--- config.mk ---
export PLATFORM = sky130hd
export DESIGN_NAME = coin_return_dispenser
export DESIGN_NICKNAME = d
export VERILOG_FILES = /design/src/rtl/coin_return_dispenser_pkg.sv /design/src/rtl/coin_return_dispenser_counter.sv /design/src/rtl/coin_return_dispenser.sv
export SDC_FILE = /design/constraint.sdc
export NUM_CORES = 1
export LEC_CHECK = 0
export BUFFER_PORTS_ARGS = -buffer_cell sky130_fd_sc_hd__buf_2
export CAP_MARGIN = 25
export CORE_ASPECT_RATIO = 1.75
export CORE_MARGIN = 3
export CORE_UTILIZATION = 65
export CTS_BUF_LIST = sky130_fd_sc_hd__clkbuf_8
export CTS_CLUSTER_DIAMETER = 40
export DETAILED_ROUTE_END_ITERATION = 8
export GPL_TIMING_DRIVEN = 0
export PLACE_DENSITY = 0.88
export REMOVE_ABC_BUFFERS = 1
export SLEW_MARGIN = 10
export SYNTH_ARGS = -nofsm -noshare
export SYNTH_HDL_FRONTEND = slang
export SYNTH_HIERARCHICAL = 1
export SYNTH_SLANG_ARGS = --single-unit
--- constraint.sdc ---
create_clock -name clk -period 4.68 [get_ports clk]
set_input_delay 0.468 -clock clk [delete_from_list [all_inputs] [get_ports clk]]
set_output_delay 0.468 -clock clk [all_outputs]
set_load 0.02 [all_outputs]
--- src/rtl/coin_return_dispenser_pkg.sv ---
// coin_return_dispenser_pkg: shared coin indices, unit values and FSM states
package coin_return_dispenser_pkg;

    localparam int NUM_COINS = 3;
    localparam int COIN_100  = 0;
    localparam int COIN_500  = 1;
    localparam int COIN_1000 = 2;

    localparam logic [3:0] VAL_100  = 4'd1;
    localparam logic [3:0] VAL_500  = 4'd5;
    localparam logic [3:0] VAL_1000 = 4'd10;

    typedef enum logic [1:0] {IDLE, EJECT, GAP, FAULT} state_t;

    function automatic logic [3:0] coin_value(input logic [1:0] k);
        return k == 2'(COIN_1000) ? VAL_1000 : k == 2'(COIN_500) ? VAL_500 : VAL_100;
    endfunction

endpackage

--- src/rtl/coin_return_dispenser_counter.sv ---
// coin_sat_counter: up/down counter that saturates high and flags dropped increments
module coin_sat_counter #(
    parameter int CNT_W = 4
) (
    input  logic             clk,
    input  logic             reset,
    input  logic             inc,
    input  logic             dec,
    output logic [CNT_W-1:0] cnt,
    output logic             overflow
);

    // simultaneous inc and dec cancel; overflow stays set until reset
    always_ff @(posedge clk or posedge reset) begin
        if (reset) begin
            cnt      <= '0;
            overflow <= 1'b0;
        end else if (inc && !dec) begin
            if (&cnt) overflow <= 1'b1;
            else      cnt      <= cnt + 1'b1;
        end else if (dec && !inc && cnt != '0) begin
            cnt <= cnt - 1'b1;
        end
    end

endmodule

--- src/rtl/coin_return_dispenser.sv ---
// coin_return_dispenser: buffers returned coins and feeds the hopper largest-first
module coin_return_dispenser
    import coin_return_dispenser_pkg::*;
#(
    parameter int CNT_W      = 4,
    parameter int TIMEOUT    = 16,
    parameter int GAP_CYCLES = 2
) (
    input  logic             clk,
    input  logic             reset,
    input  logic [2:0]       i_return_coin,
    input  logic             i_eject_done,
    input  logic             i_fault_clear,
    output logic [2:0]       o_eject,
    output logic             o_busy,
    output logic             o_fault,
    output logic [2:0]       o_overflow,
    output logic [CNT_W+3:0] o_pending_value,
    output logic [15:0]      o_paid_value
);

    localparam int PW = CNT_W + 4;
    localparam int TW = $clog2(TIMEOUT + 1);
    localparam int GW = $clog2(GAP_CYCLES + 1);

    state_t           state;
    logic [1:0]       sel;
    logic [1:0]       hi;
    logic             any;
    logic [TW-1:0]    timer;
    logic [GW-1:0]    gap_cnt;
    logic [2:0]       dec;
    logic [CNT_W-1:0] cnt [NUM_COINS];

    for (genvar k = 0; k < NUM_COINS; k++) begin : g_cnt
        coin_sat_counter #(.CNT_W(CNT_W)) u_cnt (
            .clk      (clk),
            .reset    (reset),
            .inc      (i_return_coin[k]),
            .dec      (dec[k]),
            .cnt      (cnt[k]),
            .overflow (o_overflow[k])
        );
    end

    // a completed eject retires one coin of the selected denomination
    always_comb begin
        dec = '0;
        for (int k = 0; k < NUM_COINS; k++)
            dec[k] = state == EJECT && i_eject_done && sel == 2'(k);
    end

    // highest nonzero denomination wins, and front-panel values
    always_comb begin
        any             = cnt[COIN_1000] != '0 || cnt[COIN_500] != '0 || cnt[COIN_100] != '0;
        hi              = cnt[COIN_1000] != '0 ? 2'(COIN_1000) : cnt[COIN_500] != '0 ? 2'(COIN_500) : 2'(COIN_100);
        o_busy          = state != IDLE || any;
        o_pending_value = PW'(cnt[COIN_1000]) * PW'(VAL_1000)
                        + PW'(cnt[COIN_500])  * PW'(VAL_500)
                        + PW'(cnt[COIN_100]);
    end

    // hopper sequencing: select, hold request, enforce gap, trap stalls
    always_ff @(posedge clk or posedge reset) begin
        if (reset) begin
            state        <= IDLE;
            sel          <= '0;
            o_eject      <= '0;
            o_fault      <= 1'b0;
            o_paid_value <= '0;
            timer        <= '0;
            gap_cnt      <= '0;
        end else begin
            case (state)
                IDLE: if (any) begin
                    sel     <= hi;
                    o_eject <= 3'b001 << hi;
                    timer   <= '0;
                    state   <= EJECT;
                end
                EJECT: if (i_eject_done) begin
                    o_paid_value <= o_paid_value + 16'(coin_value(sel));
                    o_eject      <= '0;
                    gap_cnt      <= '0;
                    state        <= GAP;
                end else if (timer == TW'(TIMEOUT - 1)) begin
                    o_eject <= '0;
                    o_fault <= 1'b1;
                    state   <= FAULT;
                end else begin
                    timer <= timer + 1'b1;
                end
                GAP: if (gap_cnt == GW'(GAP_CYCLES - 1)) state <= IDLE;
                     else gap_cnt <= gap_cnt + 1'b1;
                FAULT: if (i_fault_clear) begin
                    o_fault <= 1'b0;
                    state   <= IDLE;
                end
                default: state <= IDLE;
            endcase
        end
    end

endmodule

# ---- Word-level counts from Yosys, hierarchy flattened
# Index checks and enable logic that the tools add are counted.
dict set report op_classes {
  n_addsub 11
  multipliers 2
  div 0
  magnitude_cmp 0
  eq_ne 19
  n_shift 1
  mux 34
  n_bitwise 0
  n_reduce_logical 50
}
# op count
set op_table {}
lappend op_table {{two-way mux 4 bit} 10}
lappend op_table {{AND reduction 4 bit} 6}
lappend op_table {{!= test 2 bit, second input constant} 10}
lappend op_table {{adder 16 x 4 -> 16 bit} 1}
lappend op_table {{two-way mux 2 bit} 8}
lappend op_table {{two-way mux 5 bit} 3}
lappend op_table {{AND reduction 5 bit} 3}
lappend op_table {{multiplier 4 x 3 -> 7 bit, second input constant} 2}
lappend op_table {{nonzero test 2 bit} 7}
lappend op_table {{logical AND 1 bit} 13}
lappend op_table {{adder 4 x 1 -> 4 bit, second input constant} 3}
lappend op_table {{two-way mux 3 bit} 4}
lappend op_table {{nonzero test 4 bit} 3}
lappend op_table {{subtractor 4 x 1 -> 4 bit, second input constant} 3}
lappend op_table {{one-hot mux 5 bit (2 select lines)} 1}
lappend op_table {{AND reduction 2 bit} 5}
lappend op_table {{adder 8 x 4 -> 8 bit} 1}
lappend op_table {{adder 8 x 7 -> 8 bit} 1}
lappend op_table {{one-hot mux 2 bit (4 select lines)} 1}
lappend op_table {{== test 2 x 1 -> 1 bit, second input constant} 3}
lappend op_table {{== test 2 bit, second input constant} 3}
lappend op_table {{logical NOT 1 bit} 6}
lappend op_table {{one-hot mux 3 bit (2 select lines)} 1}
lappend op_table {{AND reduction 3 bit} 2}
lappend op_table {{other kinds (11)} 17}
dict set report totals {
  reg_bits 46
  latch_bits 0
  mem_bits_rw 0
  rom_bits 0
  inputBits 7
  memories 0
}

# ---- Depth between registers and ports, before layout
# Gate-level depths: netlist of run 1.
dict set report depth {
  word_depth 7
  depth_mapped 12
}

# ---- By module
# The synthesis of run 1 kept the hierarchy.
# mod instances cells_each area_each_um2 seq_area_each_um2
set by_module_without_submodules {}
lappend by_module_without_submodules {coin_return_dispenser 1 228 2182.1 775.7}
lappend by_module_without_submodules {coin_sat_counter 3 24 309.0 125.1}

# ---- Worst setup path after synthesis of run 1
# Ideal clock, no wire load.
dict set report synth_timing {
  path_kind {flip-flop to output port}
  startpoint {register g_cnt[2].u_cnt.cnt[1]}
  endpoint {output port o_pending_value[7]}
  arrival_time_ps 2944
  required_time_ps 4212
  setup_slack_ps 1268
  stages_incl_launch_ff 11
  n_path_buf 0
  cell_sequence {dfrtp_1 > ha_1 > ha_1 > fa_1 > ha_1 > ha_1 > ha_1 > o21ai_0 > o21bai_1 > a21oi_1 > xnor2_1}
}
dict set report synth_via {
  elab_chain_len 3
}
# element line
set synth_rtl {}
lappend synth_rtl {{start, declared} coin_return_dispenser_counter.sv:9} ;# output logic [CNT_W-1:0] cnt,
lappend synth_rtl {{start signal, assigned} coin_return_dispenser_counter.sv:20} ;# else cnt <= cnt + 1'b1;
lappend synth_rtl {{start signal, assigned} coin_return_dispenser_counter.sv:22} ;# cnt <= cnt - 1'b1;
lappend synth_rtl {{multiplier 4 x 3 -> 7 bit} coin_return_dispenser.sv:58} ;# o_pending_value = PW'(cnt[COIN_1000]) * PW'(VAL_1000)
lappend synth_rtl {{adder 8 x 7 -> 8 bit} coin_return_dispenser.sv:59} ;# + PW'(cnt[COIN_500]) * PW'(VAL_500)
lappend synth_rtl {{adder 8 x 4 -> 8 bit} coin_return_dispenser.sv:60} ;# + PW'(cnt[COIN_100]);
lappend synth_rtl {{end, declared} coin_return_dispenser.sv:18} ;# output logic [CNT_W+3:0] o_pending_value,
# Every way passes these cells.

# ---- Worst setup path in the final report of run 1
dict set report layout_timing {
  startpoint {register g_cnt[1].u_cnt.cnt[1]}
  endpoint {output port o_pending_value[7]}
}
dict set report layout_via {
  elab_chain_len 3
}
# element line
set layout_rtl {}
lappend layout_rtl {{start, declared} coin_return_dispenser_counter.sv:9}
lappend layout_rtl {{start signal, assigned} coin_return_dispenser_counter.sv:20}
lappend layout_rtl {{start signal, assigned} coin_return_dispenser_counter.sv:22}
lappend layout_rtl {{multiplier 4 x 3 -> 7 bit} coin_return_dispenser.sv:59}
lappend layout_rtl {{adder 8 x 7 -> 8 bit} coin_return_dispenser.sv:59}
lappend layout_rtl {{adder 8 x 4 -> 8 bit} coin_return_dispenser.sv:60}
# Every way passes these cells.

==> out/qor.csv, run 1 <==
stage,metric,value,unit
global_route,initial antenna violation count,0,
worst_setup_path,CP max FO,8,
clock_network,CTS sink count,46,
worst_setup_path,Worst Path Required,4210,ps
worst_setup_path,flop2flop setup slack,1700,ps
clock_network,CTS Root Cell,clkbuf_8,
placement,post-DP HPWL,4740,microns
run,Max-cap violations,0,
worst_setup_path,CP Capture Type,primary output,
sta,RSZ-0062 raised after global routing,no,
sta,Tmin final,3920,ps
worst_hold_path,min-delay worst type,input port to asynchronous set/reset pin,
final_layout,Ant. Diodes,0,
route,First DRT Iteration DRCs,92,
floorplanning,Die Area,5680,sq um
route,Final ANT Viol Nets,0,
clock_network,Longest Clk Path Bufs,2,
outcome,outcome,completed,
clock_network,CTS tree,built,
global_route,largest net degree at the start of global routing,19,
worst_setup_path,Critical Path AT,3450,ps
route,Pre-Repair DR Iteration Count,4,
floorplanning,FP Rows,32,
logic_synthesis,Syn Inst Count,300,
worst_setup_path,reg2reg end,g_cnt[0].u_cnt/cnt[3]$_DFFE_PP0P_,
sta,setup TNS,0,ps
worst_setup_path,reg2reg start,state[0]$_DFFE_PP0P_,
clock_network,H-tree Lvls,2,
sta,clock skew,4.90,ps
final_layout,post-route insts no fill,391,
worst_setup_path,CP max-delay cell,fa_1,
global_route,total gr overflow,0,
final_layout,Synth-to-Final Area Change,11.5,%
logic_synthesis,Synth top area share,0.370,
global_route,Overall Global Routing Usage,0.229,
placement,DP Cell Count,384,
global_route,first-pass GRT wire length,10300,microns
floorplanning,Die H,97.5,microns
logic_synthesis,post-synthesis cell type count,39,
clock_network,CTS buffer count,5,
route,overall routed net length,5920,microns
logic_synthesis,asr flop ratio synth,1.00,
logic_synthesis,Yosys reg bits,46,
clock_network,post-CTS setup buffer count,0,
floorplanning,initial core utilization,0.687,
worst_setup_path,Startpoint Class,flop,
sta,worst slew pin tran,708,ps
floorplanning,Chip Width,58.3,microns
route,Vias/cell,5.91,
placement,I/O Buffers,38,
floorplanning,I/O Pins,39,
route,WL/cell,15.1,microns
worst_setup_path,Max stage delay on crit path,580,ps
logic_synthesis,Syn Area/Cell,10.4,sq um
clock_network,CTS Hold Bufs,0,
logic_synthesis,"EDFF count, synth",0,
clock_network,# resized after CTS,0,
logic_synthesis,ys flop type,dfrtp_1,
logic_synthesis,top-count cell post-synth,dfrtp_1,
sta,Final setup viols,0,
sta,Worst slew margin,0.527,
worst_setup_path,crit path kind,flop to primary output,
final_layout,final core occ,0.766,
route,vias,2311,
sta,crit share post-route,0.838,
logic_synthesis,Yosys top cell by area,dfrtp_1,
clock_network,"Clk Latency, worst-skew pair",290,ps
final_layout,nets@finish,389,
clock_network,clock-pin slew on the worst setup and hold paths,80,ps
logic_synthesis,Syn Std Cell Area,3110,sq um
logic_synthesis,Yosys Warn Count,6,
route,drt drc,0,
sta,Final Hold Vio Count,0,
worst_setup_path,r2r worst-path depth,9,
sta,hold slack,111,ps
global_route,number of global-route vias before repair,2436,
placement,routability cong.,0.807,
sta,fmax,255,MHz
logic_synthesis,Post-synth top cells,"dfrtp_1, ha_1, inv_1",
logic_synthesis,"top cells by area, synth","dfrtp_1, ha_1, fa_1",
logic_synthesis,register area share after synthesis,0.370,
floorplanning,total core area,4520,sq um
worst_setup_path,worst-path cell chain,ha_1 > inv_1 > fa_1 > fa_1 > inv_1 > ha_1 > a211oi_1 > o21bai_1 > a21oi_1 > xnor2_1 > buf_2,
sta,Final Slew Violations,0,
final_layout,share of cells above drive strength 1,0.182,
final_layout,FILL cells,334,
[critical path: cells and delay by family (launching register included)]
| family | cells | cell delay, ps |
|---|---|---|
| xor+xnor | 1 | 130 |
| flops | 1 | 500 |
| compound gates | 3 | 550 |
| fa+ha+maj | 4 | 1680 |
| buf+inv | 3 | 300 |
[metal layers]
metal / share of wire / GRT usage / vias to the layer above
met5: 0 / 0 / -
met3: 0.030 / 0.0386 / 17
li1: - / - / 1129
met2: 0.56 / 0.417 / 50
met4: 0.027 / 0.104 / 0
met1: 0.39 / 0.244 / 1115
[final cells by class]
cell class                      instances  area [sq um]  area share
Clock buffer                            6          82.6      0.0238
Sequential cell                        46          1150       0.332
Timing Repair Buffer                   39           205      0.0592
Clock inverter                          1          30.0     0.00866
Multi-Input combinational cell        220          1830       0.528
Tap cell                               51          63.8      0.0184
Inverter                               28           105      0.0303
[cell families (layout without fill, tap and decap cells)]
group | after synthesis | count (layout) | share of synthesized area
AO/OA/AOI/OAI | 50 | 50 | 0.101
multiplexers | 10 | 10 | 0.0423
XOR/XNOR | 29 | 29 | 0.0817
buffers and inverters | 34 | 74 | 0.0414
AND/OR/NAND/NOR | 89 | 89 | 0.168
adder cells (fa/ha/maj) | 42 | 42 | 0.196
flip-flops | 46 | 46 | 0.370
[layout by cell type, fill, tap and decap left out, types with 2 or more instances in the layout]
master    netlist  routed
or4_4           2       2
fa_1           11      11
nor2_1         10      10
xor2_1         12      12
nand2b_1        8       8
nand3b_2        3       3
o21bai_1        5       5
nand3_1         9       9
mux2i_1         3       3
and4_1          2       2
o21ai_0        16      16
nand2_1        21      21
dfrtp_1        46      46
a21o_1          9       9
buf_2           1      38
and3_1          4       4
or4_1           6       6
inv_1          28      28
nor2b_1         3       3
nand2_4         3       3
a21oi_1        11      11
a211oi_1        3       3
nand4_1         9       9
mux2_4          6       6
a32o_1          2       2
clkbuf_8        0       6
xnor2_1        17      17
ha_1           31      31
nor3_1          4       4
[worst max-delay path by stage]
stage,from,end,slack (ps),cells after the start
after floorplan,g_cnt[2].u_cnt/cnt[1]$_DFFE_PP0P_,o_pending_value[7],1270,10
after global placement,g_cnt[1].u_cnt/cnt[1]$_DFFE_PP0P_,o_pending_value[7],1110,11
after detailed placement,g_cnt[1].u_cnt/cnt[1]$_DFFE_PP0P_,o_pending_value[7],1040,11
after CTS,g_cnt[1].u_cnt/cnt[1]$_DFFE_PP0P_,o_pending_value[7],700,11
after global routing,g_cnt[1].u_cnt/cnt[1]$_DFFE_PP0P_,o_pending_value[7],520,11
final,g_cnt[1].u_cnt/cnt[1]$_DFFE_PP0P_,o_pending_value[7],760,11
[registers in the layout, indices dropped and copies added, names as in the netlist]
| signal | cells |
|---|---|
| timer | 5 |
| g_cnt.u_cnt/cnt | 12 |
| state | 2 |
| o_paid_value | 16 |
| o_fault | 1 |
| gap_cnt | 2 |
| g_cnt.u_cnt/overflow | 3 |
| sel | 2 |
| o_eject | 3 |
[through the flow]
stage / area [sq um] / worst slack (ps)
2_1_floorplan: 3090 / 1270
3_3_place_gp: 3340 / 1110
3_5_place_dp: 3350 / 1040
4_1_cts: 3470 / 704
5_1_grt: 3470 / 525
6_report: 3470 / 757
Power of run 1 is left out: the tool's default activity adds up to more than one toggle a clock period on the data nets, which glitch-free logic cannot reach.
==> run 2: changes to the inputs <==
--- a/config.mk
+++ b/config.mk
@@ -9,12 +9,12 @@
 export CAP_MARGIN = 25
 export CORE_ASPECT_RATIO = 1.75
 export CORE_MARGIN = 3
-export CORE_UTILIZATION = 65
+export CORE_UTILIZATION = 60
 export CTS_BUF_LIST = sky130_fd_sc_hd__clkbuf_8
 export CTS_CLUSTER_DIAMETER = 40
 export DETAILED_ROUTE_END_ITERATION = 8
 export GPL_TIMING_DRIVEN = 0
-export PLACE_DENSITY = 0.88
+export PLACE_DENSITY = 0.82
 export REMOVE_ABC_BUFFERS = 1
 export SLEW_MARGIN = 10
 export SYNTH_ARGS = -nofsm -noshare
==> constraint.sdc (replaced) <==
create_clock -name clk -period 3.88 [get_ports clk]
set_input_delay 0.388 -clock clk [delete_from_list [all_inputs] [get_ports clk]]
set_output_delay 0.388 -clock clk [all_outputs]
set_load 0.02 [all_outputs]
==> run 2 against run 1 <==
  * Wire length up 4.4%
  * Setup slack worse by 590 ps
  * Sequential share of layout area decreased by 0.89 points
  * Critical path depth is the same
  * Utilization down 4.6 points
  * Via count is 2.8% higher
  * Design area increased by 3.4%
  * Cell count up 4.1%
  * Flip-flop and latch count unchanged
  * Highest routed layer unchanged
  * Global-route usage fell by 0.59 points
  * Largest cell class unchanged
  * Non-clock buffer count grew 12
==> out/qor.csv, run 2 (synthesis gave the netlist of run 1 again) <==
stage,metric,value,unit
outcome,outcome,completed,
clock_network,H-tree Lvls,2,
sta,Final Slew Violations,0,
final_layout,Top Registers,"o_paid_value (16), g_cnt.u_cnt/cnt (12), timer (5)",
floorplanning,initial core utilization,0.625,
floorplanning,I/O Pins,39,
worst_setup_path,Critical Path AT,3330,ps
global_route,first-pass GRT wire length,10600,microns
floorplanning,FP Rows,34,
clock_network,CTS Hold Bufs,0,
sta,setup TNS,0,ps
route,Vias/cell,5.84,
sta,fmax,269,MHz
sta,Final Hold Vio Count,0,
global_route,largest net degree at the start of global routing,19,
worst_hold_path,min-delay worst type,input port to asynchronous set/reset pin,
clock_network,Longest Clk Path Bufs,2,
final_layout,Synth-to-Final Area Change,15.3,%
route,Pre-Repair DR Iteration Count,4,
placement,post-DP HPWL,4860,microns
floorplanning,Die H,101,microns
route,WL/cell,15.2,microns
worst_setup_path,reg2reg start,state[0]$_DFFE_PP0P_,
worst_setup_path,crit path kind,flop to primary output,
worst_setup_path,Setup crit end,o_pending_value[7],
final_layout,nets@finish,401,
worst_setup_path,CP max FO,5,
route,WL met3,217,microns
worst_setup_path,CP Launch Point,g_cnt[2].u_cnt/cnt[1]$_DFFE_PP0P_,
final_layout,Largest register FFs,16,
worst_setup_path,Worst Path Required,3490,ps
worst_setup_path,r2r worst-path depth,9,
placement,I/O Buffers,38,
global_route,Overall Global Routing Usage,0.223,
route,overall routed net length,6180,microns
sta,clock skew,2.65,ps
sta,worst slew pin tran,675,ps
worst_setup_path,flop2flop setup slack,900,ps
route,First DRT Iteration DRCs,95,
final_layout,post-route insts no fill,407,
route,max layer used,met4,
route,Met1 Wirelength,2290,microns
sta,Final setup viols,0,
global_route,total gr overflow,0,
global_route,initial antenna violation count,0,
worst_setup_path,reg2reg end,g_cnt[0].u_cnt/cnt[3]$_DFFE_PP0P_,
floorplanning,total core area,4980,sq um
route,vias,2376,
sta,RSZ-0062 raised after global routing,no,
placement,DP Cell Count,387,
final_layout,share of cells above drive strength 1,0.238,
clock_network,"Clk Latency, worst-skew pair",300,ps
sta,crit share post-route,0.958,
worst_setup_path,CP Capture Type,primary output,
sta,Tmin final,3720,ps
final_layout,largest register by flop count,o_paid_value,
global_route,number of global-route vias before repair,2441,
final_layout,"most common cell after layout, fill and taps aside",dfrtp_1,
run,Max-cap violations,0,
final_layout,"commonest cells after routing, fill and taps aside","dfrtp_1, buf_2, ha_1",
floorplanning,Chip Width,60.4,microns
floorplanning,Die Area,6120,sq um
route,Final ANT Viol Nets,0,
placement,routability cong.,0.804,
final_layout,Ant. Diodes,0,
worst_setup_path,Startpoint Class,flop,
clock_network,CTS tree,built,
clock_network,CTS sink count,46,
route,WL met2,3500,microns
sta,Worst slew margin,0.549,
clock_network,CTS buffer count,5,
clock_network,clock-pin slew on the worst setup and hold paths,80,ps
clock_network,CTS Root Cell,clkbuf_8,
route,drt drc,0,
[run 2: area by class of cell]
type	count	area, sq um
clock inverters	2	8.76
fillers	376	1390
well taps	54	67.6
clock buffers	6	82.6
multi-input cells	220	1850
inverters	28	105
repair buffers	51	310
flip-flops and latches	46	1160
[run 2: routing by layer]
metal | GRT usage | vias up
met5 | 0 | -
met4 | 0.0885 | 0
met3 | 0.0255 | 15
met2 | 0.429 | 54
met1 | 0.233 | 1162
li1 | - | 1145
[run 2: how the worst min path moves through the flow]
stage,start,to,slack (ps),cells after the start
2_1_floorplan,reset,g_cnt[0].u_cnt/cnt[0]$_DFFE_PP0P_,170,1
3_3_place_gp,reset,g_cnt[0].u_cnt/cnt[3]$_DFFE_PP0P_,340,2
3_5_place_dp,reset,g_cnt[1].u_cnt/overflow$_DFFE_PP0P_,350,2
4_1_cts,reset,g_cnt[1].u_cnt/cnt[0]$_DFFE_PP0P_,20,2
5_1_grt,reset,g_cnt[1].u_cnt/cnt[0]$_DFFE_PP0P_,20,2
6_report,reset,g_cnt[2].u_cnt/cnt[0]$_DFFE_PP0P_,20,2
[run 2: worst max-delay path: stages (launching register included)]
cell and delay [ps]:
dfrtp_2 440, ha_1 300, ha_1 230, fa_1 450
ha_1 290, ha_1 330, ha_4 290, o21ai_0 100
o21bai_1 210, a21oi_2 80, xnor2_1 140, buf_4 160
[run 2: what timing repair did]
item | 4_1_cts | 5_1_grt
setup buffers | 0 | 12
gates resized for setup | 3 | 8
gates cloned | 0 | 0
pin swaps | 0 | 4
setup endpoints to repair | 1 | 1
[run 2: per-stage QoR]
stage,worst slack (ps),cell area [sq um],util,hold WS [ps]
after floorplan,548,3090,-,167
after global placement,393,3340,0.672,340
after detailed placement,206,3370,0.677,348
after CTS,3.43,3470,0.697,22.9
after global routing,23.5,3590,0.720,23.1
final,162,3590,0.720,22.8
Power of run 2 is left out for the same reason.
==> run 3: changes to the inputs <==
--- a/config.mk
+++ b/config.mk
@@ -7,7 +7,6 @@
 export LEC_CHECK = 0
 export BUFFER_PORTS_ARGS = -buffer_cell sky130_fd_sc_hd__buf_2
 export CAP_MARGIN = 25
-export CORE_ASPECT_RATIO = 1.75
 export CORE_MARGIN = 3
 export CORE_UTILIZATION = 60
 export CTS_BUF_LIST = sky130_fd_sc_hd__clkbuf_8
@@ -15,7 +14,6 @@
 export DETAILED_ROUTE_END_ITERATION = 8
 export GPL_TIMING_DRIVEN = 0
 export PLACE_DENSITY = 0.82
-export REMOVE_ABC_BUFFERS = 1
 export SLEW_MARGIN = 10
 export SYNTH_ARGS = -nofsm -noshare
 export SYNTH_HDL_FRONTEND = slang
==> run 3 against run 2 <==
  * Count of clock-buffer cells in the layout is 1 lower
  * Design area is 0.84% lower
  * Largest cell class unchanged
  * Worst hold slack worse by 2.5 ps
  * Register-to-register slack better by 110 ps
  * Utilization is 0.83 points higher
  * First-iteration DRC count is 2.1% higher
  * Fmax is 2.1% lower
==> out/qor.csv, run 3 (synthesis gave the netlist of run 1 again) <==
stage,metric,value,unit
global_route,number of global-route vias before repair,2323,
clock_network,CTS buffer count,5,
sta,setup TNS,0,ps
worst_setup_path,CP bufs+invs,1,
sta,Final Slew Violations,0,
final_layout,FILL cells,385,
route,First DRT Iteration DRCs,97,
worst_setup_path,CP max FO,6,
sta,fmax,263,MHz
final_layout,final core occ,0.729,
outcome,outcome,completed,
clock_network,clock-pin slew on the worst setup and hold paths,80,ps
sta,Tmin final,3800,ps
route,vias,2367,
placement,post-DP HPWL,4700,microns
worst_setup_path,Critical Path AT,3410,ps
worst_setup_path,CP Capture Type,primary output,
run,Max-cap violations,0,
placement,I/O Buffers,37,
route,overall routed net length,6220,microns
logic_synthesis,Post-Syn Nets,349,
final_layout,Synth-to-Final Area Change,14.4,%
worst_setup_path,Worst Path Required,3490,ps
clock_network,"Clk Latency, worst-skew pair",300,ps
route,Pre-Repair DR Iteration Count,4,
worst_setup_path,CP max-delay cell,fa_1,
floorplanning,Chip Width,78.0,microns
clock_network,CTS Root Cell,clkbuf_8,
worst_hold_path,min-delay worst type,input port to asynchronous set/reset pin,
sta,Final setup viols,0,
floorplanning,FP Rows,25,
floorplanning,total core area,4880,sq um
sta,worst slew pin tran,577,ps
worst_setup_path,Max stage delay on crit path,470,ps
global_route,first-pass GRT wire length,10600,microns
clock_network,CTS tree,built,
floorplanning,I/O Pins,39,
route,WL/cell,14.8,microns
route,drt drc,0,
final_layout,"commonest cells after routing, fill and taps aside","dfrtp_1, buf_2, ha_1",
clock_network,CTS sink count,46,
final_layout,largest register by flop count,o_paid_value,
final_layout,"most common cell after layout, fill and taps aside",dfrtp_1,
sta,Final Hold Vio Count,0,
placement,routability cong.,0.822,
sta,hold slack,20.3,ps
route,Final ANT Viol Nets,0,
sta,clock skew,9.38,ps
worst_setup_path,flop2flop setup slack,1010,ps
final_layout,Top Registers,"o_paid_value (16), g_cnt.u_cnt/cnt (12), timer (5)",
clock_network,H-tree Lvls,2,
sta,crit share post-route,0.978,
worst_setup_path,Worst path top cell family by delay,adder cells,
worst_setup_path,worst-path cell chain,ha_1 > ha_1 > fa_1 > ha_1 > ha_1 > ha_1 > o21ai_0 > o21bai_1 > a21oi_1 > xnor2_1 > buf_4,
route,Vias/cell,5.65,
worst_setup_path,Startpoint Class,flop,
worst_setup_path,crit path kind,flop to primary output,
floorplanning,Die H,78.0,microns
worst_setup_path,"most used cell, CP",ha_1,
global_route,largest net degree at the start of global routing,21,
final_layout,nets@finish,400,
global_route,initial antenna violation count,0,
floorplanning,Die Area,6080,sq um
clock_network,Longest Clk Path Bufs,2,
global_route,total gr overflow,0,
floorplanning,initial core utilization,0.637,
final_layout,share of cells above drive strength 1,0.219,
sta,Worst slew margin,0.612,
global_route,Overall Global Routing Usage,0.216,
final_layout,Ant. Diodes,0,
final_layout,Largest register FFs,16,
-- run 3: changes by cell type in the layout (fill, tap and decap cells not counted), sizes merged --
cell    previous run  this run
clkinv             1         2
clkbuf             6        10
buf               51        45
-- run 3: path summary, 6_finish.rpt --
path / from / end / cells past startpoint
hold reg to reg: o_paid_value[15]$_DFFE_PP0P_ / o_paid_value[15]$_DFFE_PP0P_ / 1
setup / recovery: g_cnt[2].u_cnt/cnt[3]$_DFFE_PP0P_ / o_pending_value[7] / 11
min in group clk: i_fault_clear / state[0]$_DFFE_PP0P_ / 4
setup reg to reg: state[1]$_DFFE_PP0P_ / g_cnt[0].u_cnt/cnt[3]$_DFFE_PP0P_ / 10
max in group asynchronous: reset / o_eject[1]$_DFFE_PP0P_ / 3
hold / removal: reset / g_cnt[2].u_cnt/overflow$_DFFE_PP0P_ / 2
-- run 3: cell type report --
type / count / area (sq um) / share of cell area
Multi-Input combinational cell: 220 / 1840 / 0.517
Sequential cell: 46 / 1160 / 0.326
Timing Repair Buffer: 44 / 260 / 0.0732
Inverter: 28 / 105 / 0.0296
Tap cell: 67 / 83.8 / 0.0236
Clock buffer: 5 / 68.8 / 0.0194
Buffer: 6 / 23.8 / 0.00669
Clock inverter: 3 / 17.5 / 0.00493
-- run 3: repair_timing --
item                                   CTS  global route
setup endpoints to repair                1             1
gates resized for setup                  2             8
setup buffers                            0             6
pin swaps                                0             0
hold buffers                             0             0
endpoints found under the hold margin    0             0
-- run 3: through the flow --
| stage | std cells | setup WS [ps] | instance area, sq um |
|---|---|---|---|
| after floorplan | 300 | 548 | 3110 |
| after global placement | 404 | 446 | 3380 |
| after detailed placement | 405 | 328 | 3410 |
| after CTS | 413 | 34.1 | 3490 |
| after global routing | 419 | -3.53 | 3560 |
| final | 419 | 83.9 | 3560 |
-- run 3: metal layers --
metal  up-vias  wire (microns)  GRT usage
li1       1154               -          -
met5         -               0          0
met3        11             225     0.0371
met2        54            3090      0.361
met4         0             107     0.0874
met1      1148            2800      0.279
Power of run 3 is left out for the same reason.
